<file path="src/rtl/ccu_ctrl_mu_arbiter.sv">
// ccu_ctrl_mu_arbiter: round-robin share of the CCU memory-unit request port with AMO lock and watchdog
// Ports: clk_i/rst_i clock and async active-high reset; req_i/op_i/amo_i/holder_i/first_responder_i
// per-requester request and payload; gnt_o one-hot handshake grant; mu_req_o/mu_op_o/holder_o/
// first_responder_o/mu_gnt_i memory-unit port; amo_done_i ends an AMO lock; busy_o/locked_o state
// flags; lock_timeout_o sticky watchdog flag.
module ccu_ctrl_mu_arbiter #(
  parameter int unsigned NoReq       = 4,
  parameter int unsigned NoMstPorts  = 4,
  parameter int unsigned LockTimeout = 1024,
  parameter type         slv_req_t   = logic,
  parameter type         mu_op_e     = logic [1:0],
  localparam int unsigned MstIdxBits = (NoMstPorts > 1) ? $clog2(NoMstPorts) : 1
) (
  input  logic                  clk_i,
  input  logic                  rst_i,
  input  logic [NoReq-1:0]      req_i,
  input  mu_op_e                op_i [NoReq],
  input  logic [NoReq-1:0]      amo_i,
  input  slv_req_t              holder_i [NoReq],
  input  logic [MstIdxBits-1:0] first_responder_i [NoReq],
  output logic [NoReq-1:0]      gnt_o,
  output logic                  mu_req_o,
  output mu_op_e                mu_op_o,
  output slv_req_t              holder_o,
  output logic [MstIdxBits-1:0] first_responder_o,
  input  logic                  mu_gnt_i,
  input  logic                  amo_done_i,
  output logic                  busy_o,
  output logic                  locked_o,
  output logic                  lock_timeout_o
);
  localparam int unsigned IdxW = $clog2(NoReq);
  localparam int unsigned CntW = $clog2(LockTimeout);
  localparam logic [CntW-1:0] CntMax = CntW'(LockTimeout - 1);
  typedef enum logic [1:0] {IDLE, OFFER, LOCKED} state_e;
  state_e state_q, state_d;
  logic [IdxW-1:0] sel_q, sel_d, rr_ptr_q, rr_ptr_d, pick, j;
  logic [CntW-1:0] lock_cnt_q, lock_cnt_d;
  logic lock_timeout_d;
  // Scan from the farthest offset down so the nearest set index at/after rr_ptr_q wins.
  always_comb begin
    pick = sel_q;
    j    = '0;
    for (int i = NoReq - 1; i >= 0; i--) begin
      j = IdxW'((int'(rr_ptr_q) + i) % NoReq);
      if (req_i[j]) pick = j;
    end
  end
  always_comb begin
    state_d        = state_q;
    sel_d          = sel_q;
    rr_ptr_d       = rr_ptr_q;
    lock_cnt_d     = lock_cnt_q;
    lock_timeout_d = lock_timeout_o;
    mu_req_o       = 1'b0;
    gnt_o          = '0;
    case (state_q)
      IDLE: begin
        if (|req_i) begin
          sel_d   = pick;
          state_d = OFFER;
        end
      end
      OFFER: begin
        mu_req_o = req_i[sel_q];
        if (!req_i[sel_q]) begin
          state_d = IDLE;
        end else if (mu_gnt_i) begin
          gnt_o[sel_q] = 1'b1;
          rr_ptr_d     = (sel_q == IdxW'(NoReq - 1)) ? '0 : sel_q + 1'b1;
          lock_cnt_d   = '0;
          state_d      = amo_i[sel_q] ? LOCKED : IDLE;
        end
      end
      LOCKED: begin
        lock_cnt_d = (lock_cnt_q == CntMax) ? lock_cnt_q : lock_cnt_q + 1'b1;
        if (amo_done_i) begin
          state_d    = IDLE;
          lock_cnt_d = '0;
        end else if (lock_cnt_q == CntMax) begin
          state_d        = IDLE;
          lock_cnt_d     = '0;
          lock_timeout_d = 1'b1;
        end
      end
      default: state_d = IDLE;
    endcase
  end
  always_ff @(posedge clk_i or posedge rst_i) begin
    if (rst_i) begin
      state_q        <= IDLE;
      sel_q          <= '0;
      rr_ptr_q       <= '0;
      lock_cnt_q     <= '0;
      lock_timeout_o <= 1'b0;
    end else begin
      state_q        <= state_d;
      sel_q          <= sel_d;
      rr_ptr_q       <= rr_ptr_d;
      lock_cnt_q     <= lock_cnt_d;
      lock_timeout_o <= lock_timeout_d;
    end
  end
  assign mu_op_o           = op_i[sel_q];
  assign holder_o          = holder_i[sel_q];
  assign first_responder_o = first_responder_i[sel_q];
  assign busy_o            = state_q != IDLE;
  assign locked_o          = state_q == LOCKED;
endmodule

</file>
<file path="config.mk">
export PLATFORM = sky130hd
export DESIGN_NAME = ccu_ctrl_mu_arbiter
export DESIGN_NICKNAME = d
export VERILOG_FILES = /design/src/rtl/ccu_ctrl_mu_arbiter.sv
export SDC_FILE = /design/constraint.sdc
export NUM_CORES = 1
export LEC_CHECK = 0
export ABC_AREA = 1
export BUFFER_PORTS_ARGS = -buffer_cell sky130_fd_sc_hd__buf_2
export CAP_MARGIN = 20
export CORE_MARGIN = 1.5
export CORE_UTILIZATION = 57
export CTS_BUF_LIST = sky130_fd_sc_hd__clkbuf_2 sky130_fd_sc_hd__clkbuf_4 sky130_fd_sc_hd__clkbuf_8
export DETAILED_ROUTE_END_ITERATION = 10
export PLACE_DENSITY = 0.95
export SYNTH_ARGS = -nofsm -noshare
export SYNTH_HDL_FRONTEND = slang
export SYNTH_SLANG_ARGS = --single-unit
export TNS_END_PERCENT = 30
</file>
<file path="constraint.sdc">
create_clock -name clk_i -period 3 [get_ports clk_i]
set_clock_uncertainty 0.15 [all_clocks]
set_input_delay 0.6 -clock clk_i [delete_from_list [all_inputs] [get_ports clk_i]]
set_output_delay 0.6 -clock clk_i [all_outputs]
set_load 0.03 [all_outputs]
</file>
**Yosys cells after proc, flatten, opt, wreduce, memory -nomap -nowiden**

Cells that the tools add are included.

- Add/sub/neg operators: 5
- Order comparisons: 7
- Equal/unequal tests: 9
- Multiplexer cells: 44
- Bitwise logic cells: 2
- Reduce and logical (&&, ||, !) cells: 11

Operators by type and width:

| cell | count |
|---|---|
| two-way mux 10 bit | 4 |
| two-way mux 2 bit | 15 |
| case mux 10 bit (2 select lines) | 1 |
| < comparator 2 x 3 -> 1 bit, second input constant | 5 |
| AND reduction 3 bit | 5 |
| binary-select mux 1 bit (select 2 bit) | 7 |
| two-way mux 4 bit | 3 |
| adder 10 x 1 -> 10 bit, second input constant | 1 |
| equality test 10 bit, second input constant | 1 |
| two-way mux 1 bit | 10 |
| binary-select mux 2 bit (select 2 bit) | 2 |
| inequality test 2 bit, second input constant | 3 |
| case mux 2 bit (3 select lines) | 1 |
| adder 2 x 1 -> 2 bit, second input constant | 2 |
| adder 2 bit, second input constant | 2 |
| equality test 2 bit, second input constant | 2 |
| nonzero test 2 bit | 2 |
| nonzero test 4 bit | 1 |
| OR reduction 4 bit | 1 |
| >= comparator 3 bit, second input constant | 1 |
| inequality test 3 x 2 -> 1 bit, second input constant | 1 |
| inequality test 3 bit, second input constant | 1 |
| inverter 2 -> 3 bit | 1 |
| demux 1 bit (select 2 bit) | 1 |
| other kinds (5) | 5 |

- Flip-flop bits (word level): 17
- Input bits: 32
- Output and inout bits: 13

**Depth between registers and ports, before layout**

Gate-level depths: netlist (run 1).

- Depth in word-level cells: 7
- Depth in mapped cells: 11
- Mapped depth without buffers: 10

**Least setup slack after synthesis (run 1)**

No wires, ideal clock.

- Path type: input-to-output
- Start: in req_i[3]
- End: out gnt_o[0]
- Arrival: 1.532 ns
- Setup slack: 0.718 ns
- Stages on the path: 7
- Cell sequence: inv_1 -> nand2_1 -> o211ai_2 -> nand2_2 -> nand3_4 -> buf_6 -> nor2_1

- Longest elaborated chain between the ends: 4

Ends and longest elaborated chain:

| element | line | source |
|---|---|---|
| start: declaration | 16 | `input logic [NoReq-1:0] req_i,` |
| binary-select mux 1 bit (select 2 bit) | 66 | `if (!req_i[sel_q]) begin` |
| two-way mux 1 bit (not written as such) | 66 |  |
| two-way mux 4 bit | 66 |  |
| two-way mux 4 bit | 57 | `case (state_q)` |
| end: declaration | 21 | `output logic [NoReq-1:0] gnt_o,` |

Every way passes these cells. The select of a mux whose other input is x is not followed.

**Final worst setup path (run 1)**

- Start: reg sel_q[0]
- End: out gnt_o[0]

- Longest elaborated chain between the ends: 7

Ends and longest elaborated chain:

| element | line | source |
|---|---|---|
| start: declaration | 37 | `logic [IdxW-1:0] sel_q, sel_d, rr_ptr_q, rr_ptr_d, pick, j;` |
| start signal: assignment | 98 | `sel_q <= sel_d;` |
| < comparator 2 x 3 -> 1 bit (not written as such) / >= comparator 2 x 1 -> 1 bit (equally long branches) | 69 | `gnt_o[sel_q] = 1'b1;` |
| logical AND 1 bit (not written as such) | 69 |  |
| two-way mux 1 bit (not written as such) | 69 |  |
| demux 1 bit (select 2 bit) | 69 |  |
| two-way mux 4 bit | 68 | `end else if (mu_gnt_i) begin` |
| two-way mux 4 bit (*) | 66 |  |
| two-way mux 4 bit (*) | 57 |  |

Every way passes the cells marked *; elsewhere a longest branch is shown, timed or not. The select of a mux whose other input is x is not followed.

==> results_dict.tcl, run 1 <==
set metrics [dict create \
    outcome "finished clean" \
    grt_pass1_vias 1281 \
    cp_num_buf_inv 3 \
    yosys_register_bits 17 \
    grt_pass1_wl_um 5510 \
    track_usage_pct 26.2 \
    maxCapViolations 0 \
    reg2reg_slack_ns 1.10 \
    slew_viol_final 0 \
    grt.met3_usage_pct 6.57 \
    dp_hpwl_um 2350 \
    worstReg2RegStart "sel_q[0]" \
    overflow 0 \
    final_core_util_pct 72.7 \
    multi_input_area_sq_um 830 \
    layout_common_cells "47 x nand2_1, 44 x buf_2, 26 x nor2_1, 22 x inv_1, 21 x nand3_1" \
    grt_max_degree 21 \
    root_buffer "clkbuf_4" \
    stdcell_area_sq_um 1650 \
    yosysWarningCount 0 \
    busiest_layer "met1" \
    tns_ns 0 \
    worstMarginPinSlew_ns 0.612 \
    hold_viol 0 \
    drtIter0Drc 39 \
    postCtsResizedCells 0 \
    synth_area_leader_cell "dfrtp_1" \
    cts_setup_buffers 0 \
    holdBufCountCts 0 \
    antenna_left 0 \
    synth_cells 210 \
    rows 17 \
    die_y_um 52.6 \
    routedWlPerCell_um 11.0 \
    layout_commonest_cell "nand2_1" \
    cellLeakagePower_nw 0.929 \
    synth_area_sq_um 1400 \
    critPathLaunchType "register" \
    cp_common_cell "inv_1" \
    crit_family "flip-flops" \
    crit_path_top_delay_cell "dfrtp_1" \
    ioPinCount 45 \
    antenna_cells 0 \
    setup.worst_path.class "register to output port" \
    fp.dieArea_sq_um 2770 \
    fin_nets 291 \
    post-route-drc-count 0 \
    drive_gt1_share_pct 26.9 \
    synth_area_leaders "dfrtp_1 30%, nand2_1 13%, nand3_1 7.5%" \
    r2r-end "rr_ptr_q[1]" \
    antenna_found_initial 0 \
    power_density_nw_per_um2 811 \
    placed_cell_area_sq_um 1630 \
    synth_nets 247 \
    vias 1487 \
    core_area_sq_um 2280 \
    n_fill_cell 170 \
    yosysSeqAreaShare_pct 30.4 \
    worstPathArrival_ns 1.94 \
    fin_crit_sh_pct 89.5 \
    clockBufferDepth 2 \
    cp_max_fo 20 \
    area_growth_pct 18.0 \
    dr.pass1.iters 4 \
    cp_data_required_time_ns 2.25 \
    finalWirelength_um 3090 \
    ir_drop_mv 0.608 \
    grt_util_met2_pct 38.5 \
    setup_violations 0 \
    h-tree-depth 1 \
    viasPerCell 5.29 \
    min_period_ns 2.69 \
    hp-class "input pin to asynchronous set/reset pin" \
    crit_chain "inv_1 > ha_1 > inv_1 > nor2_1 > buf_2" \
    ys_types 29 \
    total_power_mw 1.34 \
    regArea_sq_um 425 \
    maxClockFrequency_ghz 0.372 \
    crit_path_end_kind "output port" \
    met1_usage_pct 39.0 \
    cts.sinks 17 \
    die_w_um 52.6 \
    port_buffers 44 \
    numCtsBuffers 3 \
    clk_pin_slew_ns 0.10 \
    reg2reg_depth 4 \
    synth_top_area_share_pct 30.4 \
    slew_headroom_pct 59.1 \
    clock_latency_ns 0.30 \
    routabilityCongestion 0.854 \
    start_util_pct 61.6 \
    rsz0062_at_grt "no" \
    cts_tree "built" \
    cpPeakStageDelay_ns 0.72 \
    avgSynthCellArea_sq_um 6.67 \
]
==> power breakdown <==
| part | leakage [nW] | switching, mW | internal [mW] |
|---|---|---|---|
| Sequential | 0.225 | 0.107 | 0.282 |
| Clock | 0.0177 | 0.0733 | 0.0497 |
| Combinational | 0.686 | 0.564 | 0.266 |
| Total | 0.929 | 0.744 | 0.597 |
==> worst max path at each step <==
stage / cells after the start / startpoint / end
detailed placement: 5 / sel_q[0] / gnt_o[0]
CTS: 5 / sel_q[0] / gnt_o[0]
finish: 5 / sel_q[0] / gnt_o[0]
global route: 5 / sel_q[0] / gnt_o[0]
floorplan: 7 / req_i[3] / gnt_o[0]
global placement: 5 / sel_q[0] / gnt_o[0]
==> layout make-up <==
type / instances / area share, %
Clock inverter: 1 / 0.303
Tap cell: 28 / 2.12
Clock buffer: 3 / 1.36
Multi-Input combinational cell: 157 / 50.2
Sequential cell: 17 / 25.7
Inverter: 31 / 7.03
Timing Repair Buffer: 44 / 13.3
==> flip-flops by register name, indices dropped and copies added (netlist names) <==
register and flops:
lock_timeout_o 1, lock_cnt_q 10, sel_q 2, rr_ptr_q 2, state_q 2
==> synthesized netlist by cell type (all sizes together) <==
| cell | instances |
|---|---|
| nand2 | 49 |
| buf | 4 |
| o2111ai | 1 |
| clkinv | 1 |
| xor2 | 3 |
| inv | 30 |
| nor2 | 30 |
| nor3 | 1 |
| ha | 5 |
| a21boi | 1 |
| o21ai | 24 |
| o211ai | 2 |
| nand4 | 7 |
| a21oi | 3 |
| clkbuf | 1 |
| or2 | 1 |
| a21o | 1 |
| nand3 | 22 |
| dfrtp | 17 |
| o22ai | 6 |
| nand3b | 1 |
==> kinds of logic after synthesis <==
group,after synthesis,share of synthesized area (%)
AND/OR/NAND/NOR,111,37.1
XOR/XNOR,3,1.88
AO/OA/AOI/OAI,38,15.8
flip-flops,17,30.4
adder cells (fa/ha/maj),5,4.46
buffers and inverters,36,10.4
==> worst register-to-register path, cell delays in order, from the launching register on <==
cell,delay (ns)
dfrtp_1,0.72
inv_1,0.35
ha_1,0.39
nor2_1,0.12
a21oi_1,0.05
==> metrics by stage <==
stage / setup slack (ns) / std cells / hold slack (ns)
CTS: 0.313 / 281 / 0.221
detailed placement: 0.662 / 277 / 0.301
finish: 0.314 / 281 / 0.207
global route: 0.116 / 281 / 0.256
floorplan: 0.718 / 210 / 0.360
global placement: 0.710 / 277 / 0.292
==> metal layers <==
layer | part of all wire (%) | wire length [um] | up-vias
met5 | 0 | 0 | -
met1 | 48 | 1490 | 652
met4 | 1.4 | 43 | 0
met2 | 44 | 1370 | 51
met3 | 6.0 | 187 | 6
li1 | - | - | 778
(Power assumes the default switching activity.)
==> run 2, diff against run 1 <==
==> constraint.sdc (replaced) <==
create_clock -name clk_i -period 3 [get_ports clk_i]
set_clock_uncertainty 0.15 [all_clocks]
set_input_delay 0.45 -clock clk_i [delete_from_list [all_inputs] [get_ports clk_i]]
set_output_delay 0.45 -clock clk_i [all_outputs]
set_load 0.03 [all_outputs]
==> run 2 against run 1 <==
  * Non-clock buffer count is the same
  * Sequential power grew 1%
  * Power grew 1.0%
  * Worst setup slack gained 0.12 ns
  * Clock-buffer cell count is the same
  * Critical endpoint is now gnt_o[2]
  * Die area is the same
  * Combinational power grew 1%
  * First-iteration DRC count is the same
==> results_dict.tcl, run 2 (synthesis results as in run 1) <==
set metrics [dict create \
    outcome "finished clean" \
    numCtsBuffers 3 \
    setup_slack_ns 0.436 \
    cp_num_buf_inv 3 \
    clockBufferDepth 2 \
    regMostFlops "lock_cnt_q" \
    place_ws_ns 0.799 \
    crit_path_end_kind "output port" \
    r2r-end "rr_ptr_q[1]" \
    routabilityCongestion 0.866 \
    tns_ns 0 \
    worstPathArrival_ns 1.96 \
    fin_nets 291 \
    track_usage_pct 28.1 \
    grt_pass1_vias 1342 \
    setup.worst_path.class "register to output port" \
    antenna_left 0 \
    multi_input_area_sq_um 830 \
    worstReg2RegStart "sel_q[0]" \
    critPathLaunchType "register" \
    power.switching_mw 0.758 \
    switching_share_pct 56.0 \
    clkPwrFrac_pct 8.9 \
    crit_family "flip-flops" \
    grt_max_degree 21 \
    rows 17 \
    fin_hold_ws_ns 0.0703 \
    setup_violations 0 \
    stdcell_count 281 \
    root_buffer "clkbuf_4" \
    area_growth_pct 18.0 \
    dr.pass1.iters 4 \
    fin_crit_sh_pct 85.5 \
    postCtsResizedCells 0 \
    largest_reg_flops 10 \
    cp.depth 5 \
    p_seq_share_pct 29.1 \
    power_density_nw_per_um2 819 \
    slew_headroom_pct 58.1 \
    regArea_sq_um 425 \
    die_w_um 52.6 \
    ioPinCount 45 \
    ir_drop_mv 0.648 \
    post-route-drc-count 0 \
    antenna_cells 0 \
    dp_hpwl_um 2620 \
    fp.dieArea_sq_um 2770 \
    start_util_pct 61.6 \
    worstMarginPinSlew_ns 0.628 \
    die_y_um 52.6 \
    cts.sinks 17 \
    n_fill_cell 182 \
    reg2reg_depth 4 \
    cts_setup_buffers 0 \
    reg2reg_slack_ns 1.07 \
    rsz0062_at_grt "no" \
    drtIter0Drc 39 \
    layout_common_cells "47 x nand2_1, 44 x buf_2, 26 x nor2_1, 22 x inv_1, 21 x nand3_1" \
    maxCapViolations 0 \
    critPathCapture "gnt_o[2]" \
    port_buffers 44 \
    holdBufCountCts 0 \
    crit_path_top_delay_cell "dfrtp_1" \
    cpPeakStageDelay_ns 0.74 \
    startpoint "sel_q[0]" \
    min_period_ns 2.56 \
    finalWirelength_um 3430 \
    grt_pass1_wl_um 5800 \
    antenna_found_initial 0 \
    place_inst 277 \
    clock_latency_ns 0.29 \
    routedWlPerCell_um 12.2 \
    hp-class "input pin to asynchronous set/reset pin" \
    drive_gt1_share_pct 26.9 \
    cp_data_required_time_ns 2.40 \
    total_power_mw 1.35 \
    h-tree-depth 1 \
    final_core_util_pct 72.7 \
    slew_viol_final 0 \
    stdcell_area_sq_um 1650 \
    overflow 0 \
    power_frac_comb_pct 62.0 \
    cts_tree "built" \
    clk_pin_slew_ns 0.10 \
    vias 1565 \
    maxClockFrequency_ghz 0.390 \
    cp_common_cell "inv_1" \
    placed_cell_area_sq_um 1630 \
    cp_max_fo 20 \
    layout_commonest_cell "nand2_1" \
    intPower_mw 0.597 \
    hold_viol 0 \
    crit_chain "inv_1 > ha_1 > inv_1 > nor2_1 > buf_2" \
    core_area_sq_um 2280 \
    viasPerCell 5.57 \
    cellLeakagePower_nw 0.929 \
]
-- run 2: worst register-to-register path, stage by stage (launching register included) --
cell	delay, ns
dfrtp_1	0.74
inv_1	0.36
ha_1	0.39
nor2_1	0.12
a21oi_1	0.05
-- run 2: how the worst min path moves through the flow --
| stage | start | endpoint | cells after the start |
|---|---|---|---|
| 2_1_floorplan | rst_i | lock_cnt_q[0] | 1 |
| 3_3_place_gp | lock_timeout_o | lock_timeout_o | 1 |
| 3_5_place_dp | lock_timeout_o | lock_timeout_o | 1 |
| 4_1_cts | rst_i | sel_q[1] | 2 |
| 5_1_grt | rst_i | lock_cnt_q[5] | 2 |
| 6_report | rst_i | sel_q[0] | 2 |
-- run 2: power groups by stage --
stage                     sequential (mW)  clock, mW  combinational, mW
after floorplan                     0.336          0              0.695
after global placement              0.390          0              0.810
after detailed placement            0.393          0              0.834
after CTS                           0.391      0.123              0.840
after global routing                0.405      0.133              0.952
final                               0.394      0.121              0.840
-- run 2: final cells by class --
| type | instances | area share (%) |
|---|---|---|
| timing repair buffer | 44 | 13.3 |
| sequential | 17 | 25.7 |
| tap | 28 | 2.12 |
| inverter | 31 | 7.03 |
| clock buffer | 3 | 1.36 |
| clock inverter | 1 | 0.303 |
| multi-input combinational | 157 | 50.2 |
-- run 2: per-layer routing --
metal  vias to the layer above  track usage, %  share of wire, %  wire length, um
met2                        61            45.8                49             1660
met4                         0            6.41               1.5               50
li1                        777               -                 -                -
met5                         -               0                 0                0
met1                       721            38.8                44             1500
met3                         6            4.86               6.1              208
